`config.mk`:
```
export PLATFORM = sky130hd
export DESIGN_NAME = mmi_multi
export DESIGN_NICKNAME = d
export VERILOG_FILES = /design/src/rtl/mmi_pkg.sv /design/src/rtl/mmi_shadow_word.sv /design/src/rtl/mmi_multi.sv
export SDC_FILE = /design/constraint.sdc
export NUM_CORES = 1
export LEC_CHECK = 0
export ABC_AREA = 1
export CAP_MARGIN = 25
export CORE_AREA = 2 2 478 480
export CTS_BUF_LIST = sky130_fd_sc_hd__clkbuf_8
export DETAILED_ROUTE_END_ITERATION = 7
export DIE_AREA = 0 0 480 482
export PLACE_DENSITY = 0.32
export SYNTH_ARGS = -nofsm -noshare
export SYNTH_HDL_FRONTEND = slang
export SYNTH_SLANG_ARGS = --single-unit
```
`constraint.sdc`:
```
create_clock -name clk -period 3.8 [get_ports clk]
set_clock_uncertainty 0.15 [all_clocks]
set_input_delay 0.76 -clock clk [delete_from_list [all_inputs] [get_ports clk]]
set_output_delay 0.76 -clock clk [all_outputs]
set_load 0.02 [all_outputs]
```
`src/rtl/mmi_pkg.sv`:
```
// mmi_multi shared definitions
// address map, status bits, word helpers
package mmi_pkg;

  localparam logic [7:0] ADDR_CMD         = 8'h00;
  localparam logic [7:0] ADDR_SEL         = 8'h01;
  localparam logic [7:0] ADDR_STATUS      = 8'h03;
  localparam logic [7:0] ADDR_SNAP_BASE   = 8'h08;
  localparam logic [7:0] ADDR_MISC_BASE   = 8'h10;
  localparam logic [7:0] ADDR_SHADOW_BASE = 8'h80;

  localparam int STATUS_BAD_CMD = 0;
  localparam int STATUS_BAD_SEL = 1;

  function automatic int bytes_per_word(input int w);
    return w / 8;
  endfunction

endpackage

```
`src/rtl/mmi_shadow_word.sv`:
```
// one output word: byte-writable shadow
// plus live register updated on commit
module mmi_shadow_word
  import mmi_pkg::*;
#(
  parameter int DATA_W = 32
) (
  input  logic                 clk,
  input  logic                 reset,
  input  logic [DATA_W/8-1:0]  byte_we,
  input  logic [7:0]           wdata,
  input  logic                 commit,
  output logic [DATA_W-1:0]    shadow,
  output logic [DATA_W-1:0]    live
);

  localparam int BPW = bytes_per_word(DATA_W);

  // shadow bytes take CPU writes; live copies shadow on commit
  always_ff @(posedge clk or negedge reset) begin
    if (!reset) begin
      shadow <= '0;
      live   <= '0;
    end else begin
      for (int b = 0; b < BPW; b++) begin
        if (byte_we[b]) shadow[8*b +: 8] <= wdata;
      end
      if (commit) live <= shadow;
    end
  end

endmodule

```
`src/rtl/mmi_multi.sv`:
```
// CPU byte bus bridge: shadowed outputs,
// strobes, input snapshot and misc ports
module mmi_multi
  import mmi_pkg::*;
#(
  parameter int DATA_W   = 32,
  parameter int N_OUT    = 2,
  parameter int N_IN     = 32,
  parameter int N_STROBE = 32,
  parameter int N_MISC   = 4
) (
  input  logic                     clk,
  input  logic                     reset,
  input  logic [7:0]               cpu_addr,
  input  logic [7:0]               cpu_data_in,
  input  logic                     wr,
  input  logic                     rd,
  output logic [7:0]               cpu_data_out,
  output logic [N_OUT*DATA_W-1:0]  data_out,
  output logic [N_STROBE-1:0]      set,
  input  logic [N_IN*DATA_W-1:0]   inputs,
  input  logic [N_MISC*8-1:0]      misc_in,
  output logic [N_MISC*8-1:0]      misc_out
);

  localparam int BPW = bytes_per_word(DATA_W);

  logic [DATA_W-1:0]       snapshot;
  logic [DATA_W-1:0]       snap_next;
  logic [7:0]              sel;
  logic [1:0]              status;
  logic [1:0]              status_clr;
  logic [N_STROBE-1:0]     set_next;
  logic [N_OUT-1:0]        commit;
  logic [N_OUT*DATA_W-1:0] shadow_all;
  logic [7:0]              rdata;
  logic cmd_wr, sel_wr, status_wr;
  logic bad_cmd, bad_sel;
  logic hit_sel, hit_status;
  logic hit_snap, hit_misc, hit_shadow;

  assign cmd_wr    = wr && (cpu_addr == ADDR_CMD);
  assign sel_wr    = wr && (cpu_addr == ADDR_SEL);
  assign status_wr = wr && (cpu_addr == ADDR_STATUS);

  assign hit_sel    = cpu_addr == ADDR_SEL;
  assign hit_status = cpu_addr == ADDR_STATUS;
  assign hit_snap   = cpu_addr[7:2] == ADDR_SNAP_BASE[7:2];
  assign hit_misc   = cpu_addr[7:4] == ADDR_MISC_BASE[7:4];
  assign hit_shadow = cpu_addr[7];

  // CMD decode: strobe one-hot, commit, bad index
  always_comb begin
    set_next = '0;
    commit   = '0;
    for (int s = 0; s < N_STROBE; s++) begin
      set_next[s] = cmd_wr && (cpu_data_in == 8'(s));
    end
    for (int j = 0; j < N_OUT; j++) begin
      commit[j] = cmd_wr && (cpu_data_in == 8'(j));
    end
    bad_cmd = cmd_wr && ({24'd0, cpu_data_in} >= N_STROBE);
  end

  // SEL decode: pick the addressed input word
  always_comb begin
    snap_next = '0;
    for (int n = 0; n < N_IN; n++) begin
      if (cpu_data_in == 8'(n))
        snap_next = inputs[n*DATA_W +: DATA_W];
    end
    bad_sel = sel_wr && ({24'd0, cpu_data_in} >= N_IN);
  end

  for (genvar j = 0; j < N_OUT; j++) begin : g_word
    logic [BPW-1:0] we;

    // byte enables for this word's shadow
    always_comb begin
      we = '0;
      for (int b = 0; b < BPW; b++) begin
        we[b] = wr && hit_shadow
             && (cpu_addr[6:2] == 5'(j))
             && (cpu_addr[1:0] == 2'(b));
      end
    end

    mmi_shadow_word #(
      .DATA_W (DATA_W)
    ) u_word (
      .clk     (clk),
      .reset   (reset),
      .byte_we (we),
      .wdata   (cpu_data_in),
      .commit  (commit[j]),
      .shadow  (shadow_all[j*DATA_W +: DATA_W]),
      .live    (data_out[j*DATA_W +: DATA_W])
    );
  end

  // read mux over current (pre-write) state
  always_comb begin
    rdata = '0;
    unique case (1'b1)
      hit_sel:    rdata = sel;
      hit_status: rdata = {6'd0, status};
      hit_snap: begin
        for (int b = 0; b < BPW; b++) begin
          if (cpu_addr[1:0] == 2'(b))
            rdata = snapshot[8*b +: 8];
        end
      end
      hit_misc: begin
        for (int n = 0; n < N_MISC; n++) begin
          if (cpu_addr[3:0] == 4'(n))
            rdata = misc_in[8*n +: 8];
        end
      end
      hit_shadow: begin
        for (int j = 0; j < N_OUT; j++) begin
          for (int b = 0; b < BPW; b++) begin
            if (cpu_addr[6:2] == 5'(j) &&
                cpu_addr[1:0] == 2'(b))
              rdata = shadow_all[j*DATA_W + 8*b +: 8];
          end
        end
      end
      default: rdata = '0;
    endcase
  end

  assign status_clr = status_wr ? cpu_data_in[1:0] : 2'b00;

  // strobes, selection, snapshot and sticky status
  always_ff @(posedge clk or negedge reset) begin
    if (!reset) begin
      set      <= '0;
      sel      <= '0;
      snapshot <= '0;
      status   <= '0;
    end else begin
      set <= set_next;
      if (sel_wr) begin
        sel      <= cpu_data_in;
        snapshot <= snap_next;
      end
      status <= (status & ~status_clr)
              | {bad_sel, bad_cmd};
    end
  end

  // misc output bytes
  always_ff @(posedge clk or negedge reset) begin
    if (!reset) begin
      misc_out <= '0;
    end else begin
      for (int n = 0; n < N_MISC; n++) begin
        if (wr && hit_misc &&
            cpu_addr[3:0] == 4'(n))
          misc_out[8*n +: 8] <= cpu_data_in;
      end
    end
  end

  // registered read data, held between reads
  always_ff @(posedge clk or negedge reset) begin
    if (!reset) cpu_data_out <= '0;
    else if (rd) cpu_data_out <= rdata;
  end

endmodule
```
* After elaboration in Yosys (flattened, before gate mapping) *
Index checks and enable logic that the tools add are counted.
W data, S select, Z words.

word-level totals
  register bits after elaboration = 242
  input port bits = 1076
  output and inout bits = 136
  logic and storage cells = 181

cells by class
  order comparisons = 1
  equal/unequal tests = 42
  mux-type cells = 50
  bitwise operators = 3
  reduce and logical (&&, ||, !) cells = 66

operators with widths
  kind                  number
  $mux W32              32
  $eq A8 B5 Y1 const B  16
  $mux W8               16
  $eq A8 B4 Y1 const B  8
  $logic_and A1 B1 Y1   61
  $pmux W8 S5           1
  $eq A8 B3 Y1 const B  4
  $eq A8 B2 Y1 const B  3
  $eq A8 B1 Y1 const B  2
  $logic_not A8 Y1      2
  $eq A4 B1 Y1 const B  2
  $eq A4 B2 Y1 const B  2
  $ge A8 B6 Y1 const B  1
  $eq A6 B2 Y1 const B  1
  $eq A5 B1 Y1 const B  1
  $logic_not A5 Y1      1
  $eq A2 B2 Y1 const B  2
  $logic_not A4 Y1      1
  $and A2 B2 Y2         1
  $eq A2 B1 Y1 const B  1
  $logic_not A2 Y1      1
  $mux W2               1
  $not A2 Y2            1
  $or A2 B2 Y2          1

* Logic depth before layout (Yosys ltp) *
  depth after elaboration = 33
  depth in mapped cells = 25

* Modules after synthesis *
Synthesis repeated with hierarchy kept, for this count alone.

unflattened totals
  cells, all modules = 3161
  area, all modules = 18521.5 sq um

by module, submodules not included
  module           instances  cells each  area an instance (sq um)  sequential area each (sq um)
  mmi_multi        1          2617        13499.2                   2852.7
  mmi_shadow_word  2          272         2511.2                    1601.5

* Worst setup path after synthesis *
OpenSTA, ideal clock, no wires.

  path kind = input to register
  start = in cpu_data_in[4]
  end = reg snapshot[16]
  data arrival time = 2614 ps
  required time = 3534 ps
  setup slack = 919 ps
  cell stages on the path = 19
  cells stage by stage = nor2_1 > nand2_2 > buf_4 > nor2_4 > inv_2 > clkbuf_1 > or2_2 > nand2_1 > nand3_1 > nand2_1 > nand3_1 > nand2_1 > nand4_1 > nor2_1 > nand4_1 > nor2_1 > nand4_1 > nand2_1 > nand2_1

on the way
  longest elaborated chain between the ends = 33
  elaborated cells between the ends (all ways) = 64
  classes of those cells = eq/ne: 31; mux: 32; reduce/logical: 1

RTL lines
  element                  RTL line          text
  start, declared          mmi_multi.sv:15   input logic [7:0] cpu_data_in,
  $logic_not A8 Y1         mmi_multi.sv:69   if (cpu_data_in == 8'(n))
  $mux W32 (31 in series)  mmi_multi.sv:69
  $mux W32 *               mmi_multi.sv:69
  end signal, assigned     mmi_multi.sv:145  snapshot <= snap_next;
  end, declared            mmi_multi.sv:28   logic [DATA_W-1:0] snapshot;

Every way passes the cells marked *; elsewhere a longest branch is shown, timed or not.
A chain may end at the register's enable or synchronous reset.

* Worst setup path in the final report *
  start = in cpu_data_in[5]
  end = reg snapshot[28]

Same word-level chain as after synthesis.

==> impl_metrics.tcl <==
set metrics [dict create \
    synth_area_um2 18700 \
    firstDrtPassIters 6 \
    violations "setup timing" \
    slowest_delay_ns 0.38 \
    fmax_ghz 0.243 \
    cpMaxStageDelayCell "nand4_1" \
    crit_type "input pin to register" \
    synth_enable_flop_cells 0 \
    io_buffers 1211 \
    cts_buffers 54 \
    slew_headroom_pct 41.2 \
    multiInputGateArea_um2 11600 \
    vias_per_cell 3.60 \
    timing.final.crit_share_pct 108 \
    status "complete, but fails checks" \
    crit_arrival_ns 4.59 \
    vias 28200 \
    clock_latency_ns 0.73 \
    crit_top_cell "nand4_1" \
    die_h_um 482 \
    htree_levels 2 \
    required_ns 4.28 \
    synth.ff_latch_count 242 \
    initial_utilization_pct 8.25 \
    final_cell_area_um2 40900 \
    dpl-instance-area_um2 38300 \
    layout.nets 5832 \
    dp_hpwl_um 193000 \
    synthArstFlopShare_pct 100 \
    drive_above_1_share_pct 18.4 \
    leakagePower_uw 0.0176 \
    slew_violations 0 \
    grt_usage_pct 18.4 \
    gp_congestion 0.953 \
    syn_inst 3172 \
    drt_wl_total_um 221000 \
    grt_pass1_vias 29500 \
    rsz0062_at_grt "true" \
    die_area_um2 231000 \
    hp-class "register to register" \
    cp-end-kind "register" \
    avgRoutedWirePerCell_um 28.2 \
    synth_ff_type "dfrtp_1" \
    post-route-min-period_ns 4.11 \
    cts_buffer_depth 3 \
    syn_to_final_growth_pct 119 \
    path_max_fanout 21 \
    grt_pass1_wl_um 285000 \
    yosysMostFrequentCell "nand2_1" \
    antenna_found_initial 88 \
    coreArea_um2 226000 \
    irDropWorstVdd_mv 0.235 \
    drc 0 \
    setup_ws_ns -0.315 \
    synth_area_leaders "dfrtp_1 (32%), nand2_1 (26%), nor2_1 (8.5%)" \
    io_pins 1212 \
    final-setup-viol-count 6 \
    clock_sinks 242 \
    ff_latch_area_um2 6060 \
    die_x_um 480 \
    whs_ns 0.326 \
    grt_max_degree 86 \
    hold_viol_final 0 \
    dr.first_iter.drc_count 1863 \
    route.antenna.remaining_nets 0 \
    synth_cell_type_count 35 \
    setup_tns_ns -0.923 \
    synth_nets 4248 \
    power_density_nw_per_um2 202 \
    cts-root-buf "clkbuf_8" \
    ys_warn_count 0 \
    path_clk_slew_ns 0.05 \
    cts_tree "yes" \
    final_util_pct 18.0 \
    synth.largest_area_cell "dfrtp_1" \
    grt_overflow_total 0 \
    cap_violations 0 \
    synth_top_area_share_pct 32.4 \
    rows 175 \
    yosysSeqAreaShare_pct 32.4 \
    ys_top_cells_by_count "nand2_1 (1,276), nor2_1 (421), inv_1 (309), dfrtp_1 (242), nand4_1 (168)" \
    n_fill_cell 26100 \
    crit_path_start_kind "input pin" \
    synth_area_per_cell_um2 5.89 \
    worstMarginPinSlew_ns 0.873 \
]
-- metal layers --
metal | global-route usage (%) | vias to the layer above | wire length [um]
met4 | 2.32 | 54 | 2960
met3 | 4.16 | 194 | 15100
li1 | - | 13200 | -
met5 | 0 | - | 332
met2 | 30.6 | 1076 | 103000
met1 | 24.6 | 13700 | 100000
-- layout make-up --
| type | count | share of cell area [%] |
|---|---|---|
| antenna | 23 | 0.141 |
| clock buffer | 72 | 2.43 |
| clock inverter | 29 | 0.570 |
| inverter | 336 | 3.13 |
| multi-input combinational | 2445 | 28.5 |
| sequential | 242 | 14.8 |
| tap | 3009 | 9.21 |
| timing repair buffer | 1677 | 41.2 |
-- critical path, delay by kind of cell --
family | cells | cell delay [ns]
simple gates | 17 | 2.44
buf+inv | 8 | 1.32
-- cells in the final DEF (no fill, tap or decap), types with 6 or more instances in the layout --
cell,Yosys,final
inv_2,24,21
a221oi_1,6,6
nand3_4,0,11
clkinv_2,0,6
o2111ai_1,13,13
buf_12,0,78
clkdlybuf4s50_1,0,1198
o211ai_1,13,13
nand3_1,107,82
nand2_2,5,44
nand4_1,168,168
or2_1,7,7
nor2_1,421,355
o21ai_0,139,139
nand2_1,1276,1218
a21oi_1,106,103
nor2_2,11,36
or2_0,8,8
dfrtp_1,242,242
nand3_2,0,14
or2_2,110,110
nand2_4,1,18
buf_8,0,10
inv_1,309,323
mux2_2,6,6
buf_4,4,344
nor2_4,6,48
o22ai_1,11,11
diode_2,0,23
o21ai_1,10,7
buf_6,1,38
clkbuf_8,0,72
-- state kept, by name, indices dropped and copies added, names as in the netlist --
signal / flops
set: 32
snapshot: 32
misc_out: 32
sel: 8
g_word.u_word.shadow: 64
g_word.u_word.live: 64
cpu_data_out: 8
status: 2
-- logic make-up (layout without fill, tap and decap cells) --
kind of cell,count (synthesis),in the layout,synth area share [%]
buf+inv,486,2114,10.0
simple gates,2127,2128,47.9
other cells,0,23,0
compound gates,311,311,9.21
flops,242,242,32.4
mux,6,6,0.362
-- path summary, 6_finish.rpt --
check	slack [ns]	depth (start not counted)	end	from
max in group asynchronous	2.12	3	g_word[0].u_word.live[26]$_DFFE_PN0P_	reset
min	0.33	2	snapshot[4]$_DFFE_PN0P_	snapshot[4]$_DFFE_PN0P_
max reg2reg	1.42	9	cpu_data_out[3]$_DFFE_PN0P_	g_word[0].u_word.shadow[11]$_DFFE_PN0P_
min in group asynchronous	0.55	2	g_word[1].u_word.live[12]$_DFFE_PN0P_	reset
min reg2reg	0.33	2	snapshot[4]$_DFFE_PN0P_	snapshot[4]$_DFFE_PN0P_
max	-0.31	25	snapshot[28]$_DFFE_PN0P_	cpu_data_in[5]
-- through the flow --
stage               worst slack [ns]  power, uW  std cells
floorplan                      0.919       3030       3172
global placement               -2.52       4830       7682
detailed placement             -2.48       4830       7682
CTS                           -0.413       8420       7799
global route                  -0.348       8630       7816
finish                        -0.315       8240       7833
-- timing repair --
action	CTS	global route
setup buffers	16	16
hold buffers	1	0
endpoints found under the setup margin	31	27
pin swaps	48	130
cloned	2	1
gates resized for setup	147	168
endpoints found under the hold margin	76	0
-- power by group --
group / switching [uW] / leakage [uW] / internal (uW) / total (uW)
clock: 1520 / 0.000682 / 1900 / 3420
combinational: 835 / 0.0136 / 1270 / 2110
sequential: 54.3 / 0.00335 / 2650 / 2710
Note: power is estimated with default switching activity, not from simulation.
